$ cat src/rtl/sdf_butterfly_stage.sv
// Radix-2 single-path delay-feedback (DIF) butterfly stage.
// Sums leave during the second half-frame; differences recirculate through the delay line and leave during the next first half.
module sdf_butterfly_stage #(
  parameter int data_width   = 16,
  parameter int delay_length = 4
) (
  input  logic                          clk,
  input  logic                          rst,
  input  logic                          en,
  input  logic                          in_valid,
  input  logic                          flush,
  input  logic [2*data_width-1:0]       d_in,
  output logic [2*(data_width+1)-1:0]   d_out,
  output logic                          d_valid,
  output logic                          out_sel
);

  localparam int ew = data_width + 1;
  localparam int cw = $clog2(delay_length) + 1;
  localparam logic [cw-1:0] cnt_one  = cw'(1);
  localparam logic [cw-1:0] cnt_half = cw'(delay_length);

  logic [cw-1:0]   cnt_r;
  logic            have_diff_r;
  logic [2*ew-1:0] dly_r [delay_length];
  logic [2*ew-1:0] d_out_r;
  logic            d_valid_r;
  logic            out_sel_r;

  logic            phase_s;
  logic            accept_s;
  logic            flush_step_s;
  logic            step_s;
  logic [cw-1:0]   cnt_inc_s;
  logic [ew-1:0]   x_re_s, x_im_s, h_re_s, h_im_s;
  logic [2*ew-1:0] x_s, head_s, sum_s, diff_s, push_s;
  logic [cw-1:0]   cnt_nxt_s;
  logic            have_diff_nxt_s;
  logic [2*ew-1:0] d_out_nxt_s;
  logic            d_valid_nxt_s;
  logic            out_sel_nxt_s;

  assign phase_s      = cnt_r[cw-1];
  assign accept_s     = en && in_valid;
  assign flush_step_s = en && flush && !in_valid && have_diff_r && !phase_s;
  assign step_s       = accept_s || flush_step_s;
  assign cnt_inc_s    = cnt_r + cnt_one;

  assign x_re_s = {d_in[2*data_width-1], d_in[2*data_width-1:data_width]};
  assign x_im_s = {d_in[data_width-1], d_in[data_width-1:0]};
  assign x_s    = {x_re_s, x_im_s};
  assign head_s = dly_r[delay_length-1];
  assign h_re_s = head_s[2*ew-1:ew];
  assign h_im_s = head_s[ew-1:0];
  assign sum_s  = {h_re_s + x_re_s, h_im_s + x_im_s};
  assign diff_s = {h_re_s - x_re_s, h_im_s - x_im_s};

  // Next-state and output selection for accept, flush step and idle beats.
  always_comb begin
    cnt_nxt_s       = cnt_r;
    have_diff_nxt_s = have_diff_r;
    d_out_nxt_s     = d_out_r;
    d_valid_nxt_s   = d_valid_r;
    out_sel_nxt_s   = out_sel_r;
    push_s          = '0;
    if (!en) begin
      d_valid_nxt_s = d_valid_r;
    end else if (accept_s) begin
      cnt_nxt_s = cnt_inc_s;
      if (!phase_s) begin
        push_s = x_s;
        if (have_diff_r) begin
          d_out_nxt_s   = head_s;
          d_valid_nxt_s = 1'b1;
          out_sel_nxt_s = 1'b1;
        end else begin
          d_valid_nxt_s = 1'b0;
        end
      end else begin
        push_s        = diff_s;
        d_out_nxt_s   = sum_s;
        d_valid_nxt_s = 1'b1;
        out_sel_nxt_s = 1'b0;
        // Last sample of the frame: the stored differences become pending.
        if (&cnt_r) begin
          have_diff_nxt_s = 1'b1;
        end else begin
          have_diff_nxt_s = have_diff_r;
        end
      end
    end else if (flush_step_s) begin
      push_s        = '0;
      d_out_nxt_s   = head_s;
      d_valid_nxt_s = 1'b1;
      out_sel_nxt_s = 1'b1;
      if (cnt_inc_s == cnt_half) begin
        cnt_nxt_s       = '0;
        have_diff_nxt_s = 1'b0;
      end else begin
        cnt_nxt_s = cnt_inc_s;
      end
    end else begin
      d_valid_nxt_s = 1'b0;
    end
  end

  // Control state and registered outputs.
  always_ff @(posedge clk or posedge rst) begin
    if (rst) begin
      cnt_r       <= '0;
      have_diff_r <= 1'b0;
      d_out_r     <= '0;
      d_valid_r   <= 1'b0;
      out_sel_r   <= 1'b0;
    end else begin
      cnt_r       <= cnt_nxt_s;
      have_diff_r <= have_diff_nxt_s;
      d_out_r     <= d_out_nxt_s;
      d_valid_r   <= d_valid_nxt_s;
      out_sel_r   <= out_sel_nxt_s;
    end
  end

  // Feedback delay line, one position per step.
  always_ff @(posedge clk or posedge rst) begin
    if (rst) begin
      for (int i = 0; i < delay_length; i++) begin
        dly_r[i] <= '0;
      end
    end else if (step_s) begin
      dly_r[0] <= push_s;
      for (int i = 1; i < delay_length; i++) begin
        dly_r[i] <= dly_r[i-1];
      end
    end
  end

  assign d_out   = d_out_r;
  assign d_valid = d_valid_r;
  assign out_sel = out_sel_r;

endmodule
$ cat config.mk
export PLATFORM = sky130hd
export DESIGN_NAME = sdf_butterfly_stage
export DESIGN_NICKNAME = d
export VERILOG_FILES = /design/src/rtl/sdf_butterfly_stage.sv
export SDC_FILE = /design/constraint.sdc
export NUM_CORES = 1
export LEC_CHECK = 0
export ABC_AREA = 1
export BUFFER_PORTS_ARGS = -buffer_cell sky130_fd_sc_hd__buf_2
export CAP_MARGIN = 20
export CELL_PAD_IN_SITES_DETAIL_PLACEMENT = 0
export CELL_PAD_IN_SITES_GLOBAL_PLACEMENT = 1
export CORE_MARGIN = 5
export CORE_UTILIZATION = 45
export DETAILED_ROUTE_END_ITERATION = 10
export GPL_ROUTABILITY_DRIVEN = 0
export GPL_TIMING_DRIVEN = 0
export PLACE_DENSITY_LB_ADDON = 0.1
export REMOVE_ABC_BUFFERS = 1
export SYNTH_ARGS = -nofsm -noshare
export SYNTH_HDL_FRONTEND = slang
export SYNTH_SLANG_ARGS = --single-unit
$ cat constraint.sdc
create_clock -name clk -period 5.87 [get_ports clk]
set_input_delay 0 -clock clk [delete_from_list [all_inputs] [get_ports clk]]
set_output_delay 0 -clock clk [all_outputs]
set_load 0.1 [all_outputs]
# After elaboration in Yosys (flattened, before gate mapping)
# Cells that the tools add are included.
[op_classes]
n_addsub = 5
eq_ne = 4
reduce_logical = 14
n_mux = 23
[ops]
columns = ["op", "count"]
rows = [
  ["two-way mux 34 bit", 7],
  ["adder 17 bit", 2],
  ["subtractor 17 bit", 2],
  ["two-way mux 1 bit", 13],
  ["two-way mux 3 bit", 3],
  ["AND reduction 3 bit", 2],
  ["logical AND 1 bit", 5],
  ["AND reduction 5 bit", 1],
  ["nonzero test 2 bit", 2],
  ["adder 3 x 1 -> 3 bit (second input constant)", 1],
  ["== test 3 bit (second input constant)", 1],
  ["!= test 3 bit (second input constant)", 1],
  ["logical NOT 1 bit", 2],
  ["!= test 2 x 1 -> 1 bit (second input constant)", 1],
  ["!= test 2 bit (second input constant)", 1],
  ["AND reduction 2 bit", 1],
  ["logical OR 1 bit", 1],
]
[word_totals]
elab_cells = 55
inputBits = 37
regBits = 176

# Logic depth before layout (Yosys ltp)
[logic_depth]
ltp_word = 6
mapped_depth = 14
depth_no_buf = 14

# Worst setup path after synthesis
# Ideal clock, no wire load.
[synth_path]
kind = "register to register"
from = "reg dly_r, in the netlist head_s[17]"
to = "reg dly_r[129] in the netlist's numbering"
period_less_slack_ns = 1.760
stages_incl_launch_ff = 13
n_path_buf = 0
setup_slack_ns = 4.110
arrival_ns = 1.643
path_cell_list = "dfrtp_1 -> inv_1 -> ha_1 -> inv_1 -> fa_1 -> nand2_1 -> nand2_1 -> nand2_1 -> o21bai_1 -> a21oi_1 -> nand2_1 -> nand3_1 -> nand2_1"
[synth_between]
elab_chain_cells = 4
[synth_lines]
columns = ["element", "line", "text"]
rows = [
  ["start, declared", "25", "logic [2*ew-1:0] dly_r [delay_length];"],
  ["start signal, assigned by index", "133", "dly_r[i] <= dly_r[i-1];"],
  ["subtractor 17 bit", "56", "assign diff_s = {h_re_s - x_re_s, h_im_s - x_im_s};"],
  ["two-way mux 34 bit", "70", "if (!phase_s) begin"],
  ["two-way mux 34 bit", "68", "end else if (accept_s) begin"],
  ["two-way mux 34 bit", "66", "if (!en) begin"],
]
# Every way passes these cells.
# A chain may end at the register's enable or synchronous reset.

# Worst setup path in the final report
[layout_path]
from = "reg cnt_r[2]"
to = "reg dly_r[131] in the netlist's numbering"
[layout_between]
elab_chain_cells = 3
word_cells_on_any_way = 6
cone_classes = "mux (3); reduce/logical (3)"
[layout_lines]
columns = ["element", "line", "text"]
rows = [
  ["start, declared", "23", "logic [cw-1:0] cnt_r;"],
  ["start signal, assigned", "116", "cnt_r <= cnt_nxt_s;"],
  ["two-way mux 34 bit or logical NOT 1 bit (tied branches)", "--", ""],
  ["two-way mux 34 bit or logical AND 1 bit (tied branches)", "68, 45", ""],
  ["two-way mux 34 bit or logical OR 1 bit (tied branches)", "66, 46", ""],
]
# Parallel ways exist; a longest one is shown, timed or not.

==> impl_metrics.ini <==
[synth]
synth_edf_count = 0
seq_area_frac_synth_pct = 40.3
avgSynthCellArea_um2 = 7.11
synth_area_um2 = 10900
synthCells = 1538
synth_seq_cells = 176
yosysWarningCount = 0
synth_top_area_cell = dfrtp_1
synthTopCellsByCount = 532 x nand2_1, 236 x inv_1, 176 x dfrtp_1, 116 x o21ai_0, 98 x nand3_1
async_flop_share_pct = 100
synth_cell_types = 33
ys.flop_type = dfrtp_1
synth.top_cell.area_share_pct = 40.3
netlist_top_cells_area = dfrtp_1 40%, nand2_1 18%, inv_1 8.1%
yosysMostFrequentCell = nand2_1

[worst_setup_path]
reg2reg_from = cnt_r[2]
worstSetupPathType = reg -> reg
critPathArrivalTime_ns = 3.07
cp.required_ns = 6.18
reg2reg_to = dly_r[131]
crit_path_max_incr_delay_ns = 0.53
crit_chain = nor2_1, nand4_2, nand2_4, buf_16, inv_4, buf_16, nand2_1, o21ai_0, o21bai_1
endpoint_kind = flop
cpMostUsedCell = buf_16
slowest_stage = nand2_4
r2r_slack_ns = 3.11
crit_path_start_kind = flop
cp_max_fo = 76
worst_r2r_path_depth = 9

[routing]
avgViaCountPerCell = 4.83
drt_iter0_drc = 570
post_drt_wl_per_cell_um = 14.4
drt-total-wl_um = 28000
vias = 9390
ant_nets = 0
drc = 0
drtPass1Iterations = 5

[floorplanning]
die_area_um2 = 27500
die_width_um = 166
io_pins = 73
die_y_um = 166
rows = 57
core_um2 = 24100
start_util_pct = 45.4

[clock_network]
h-tree-depth = 4
cts_root_buffer = clkbuf_16
cts-buffers-inserted = 17
ctsResizeCount = 0
cts.sinks = 176
cts.clk_slew.worst_paths_ns = 0.07
clock_path_buffers = 2
clkLatencyLatePin_ns = 0.43
cts_tree = built

[layout]
regArea_um2 = 4400
area_growth_syn_to_layout_pct = 14.7
multiInputGateArea_um2 = 5320
final_net_count = 1717
drive_above_1_share_pct = 7.41
antennaDiodeCount = 0
final_cells = 1944
stdcell_area_um2 = 12500
num-fill-cells = 2468
final_util_pct = 52.0

[sta]
finalSetupViolCount = 0
period_needed_ns = 2.76
relSlewSlack_pct = 45.0
rsz0062_at_grt = no
max_freq_mhz = 362
hold_violations = 1
timing.final.ws_setup_ns = 3.11
hold_slack_ns = -0.0000468
slew_violations = 0
worst_pin_slew_ns = 0.823
skew_ns = 0.0129
period_share_pct = 47.1

[outcome]
violations = negative hold slack
status = finished, violations left

[worst_hold_path]
hold_class = in -> reg
min-delay-start = d_in[12]
hold_end = dly_r[114]
holdPathStages = 4

[place]
dpl-instance-area_um2 = 11600
preCtsSetupSlack_ns = 3.11
dpl.cell_count = 1881
hpwl_um = 19800
port_buffers = 72

[grt]
gr-total-overflow = 0
grt_max_degree = 129
grt_pass1_vias = 9505
grt_use_total_pct = 21.0
antenna_found_initial = 0
grt_pass1_wl_um = 47600

[pwr]
pwr_density_cell_nw_per_um2 = 465
peakVddDrop_mv = 0.234
power.leakage_nw = 6.77

[run]
drv_cap = 0
==> placed cells by master (no fill, tap or decap), types with 6 or more instances in the layout <==
cell	count
o21ai_0	116
dfrtp_1	176
nand2_1	532
clkbuf_16	17
nand3_1	98
a21oi_1	89
nor2_1	70
dlygate4sd3_1	33
o211ai_1	7
nor3_1	6
o21ai_1	9
o21bai_1	14
ha_1	67
xor2_1	11
inv_1	235
o221ai_1	9
buf_2	72
==> cell families (layout without fill, tap and decap cells) <==
logic type / Yosys count / count (layout) / synth area share, %
compound gates: 250 / 250 / 12.3
xor+xnor: 15 / 15 / 1.20
fa+ha+maj: 71 / 71 / 8.40
buf+inv: 301 / 383 / 11.2
flops: 176 / 176 / 40.3
simple gates: 725 / 725 / 26.6
==> worst max-delay path by stage <==
stage / start / to / cells after the start
finish: cnt_r[2] / dly_r[131] / 9
global route: cnt_r[2] / dly_r[131] / 9
CTS: cnt_r[2] / dly_r[131] / 9
detailed placement: cnt_r[2] / dly_r[114] / 9
global placement: rst / dly_r[114] / 2
floorplan: rst / cnt_r[0] / 1
==> where the power goes <==
part / switching, W / leakage (nW) / internal [W]
Combinational: 0.00201 / 4.22 / 0.000685
Clock: 0.000493 / 0.305 / 0.000776
Sequential: 0.000241 / 2.24 / 0.00163
==> flip-flops by register name, indices dropped and copies added (netlist names) <==
signal and count:
d_out 34, head_s 34, dly_r 102, cnt_r 3, out_sel 1, have_diff_r 1, d_valid 1
==> stage by stage <==
| step | setup TNS, ns | hold WS [ns] | total power (W) |
|---|---|---|---|
| 3_5_place_dp | 0 | 0.0239 | 0.00458 |
| 2_1_floorplan | 0 | 0.109 | 0.00396 |
| 5_1_grt | 0 | 0.0607 | 0.00628 |
| 6_report | 0 | -0.0000468 | 0.00584 |
| 3_3_place_gp | -176.61 | 0.244 | 0.00453 |
| 4_1_cts | 0 | 0.000991 | 0.00590 |
==> worst max-delay path: cells and delay by family (launching register included) <==
kind            cells  cell delay [ns]
simple gates        4             0.97
buf+inv             3             0.84
flops               1             0.49
compound gates      2             0.25
==> area by class of cell <==
class                           instances  share of cell area (%)
Timing Repair Buffer                  112                    6.86
Multi-Input combinational cell       1061                    42.4
Tap cell                              324                    3.23
Sequential cell                       176                    35.1
Clock buffer                           21                    3.67
Clock inverter                          9                    1.46
Inverter                              241                    7.29
==> metal layers <==
| layer | global-route usage (%) | up-vias | wire (µm) |
|---|---|---|---|
| li1 | - | 4937 | - |
| met1 | 26.8 | 4320 | 12800 |
| met2 | 37.8 | 109 | 14300 |
| met3 | 2.64 | 24 | 660 |
| met4 | 5.13 | 0 | 309 |
| met5 | 0 | - | 0 |
==> what timing repair did <==
action                                 4_1_cts  5_1_grt
endpoints found under the hold margin       80        0
hold buffers                                33        0
setup buffers                                0        0
Power figures use the tool's default switching activity.
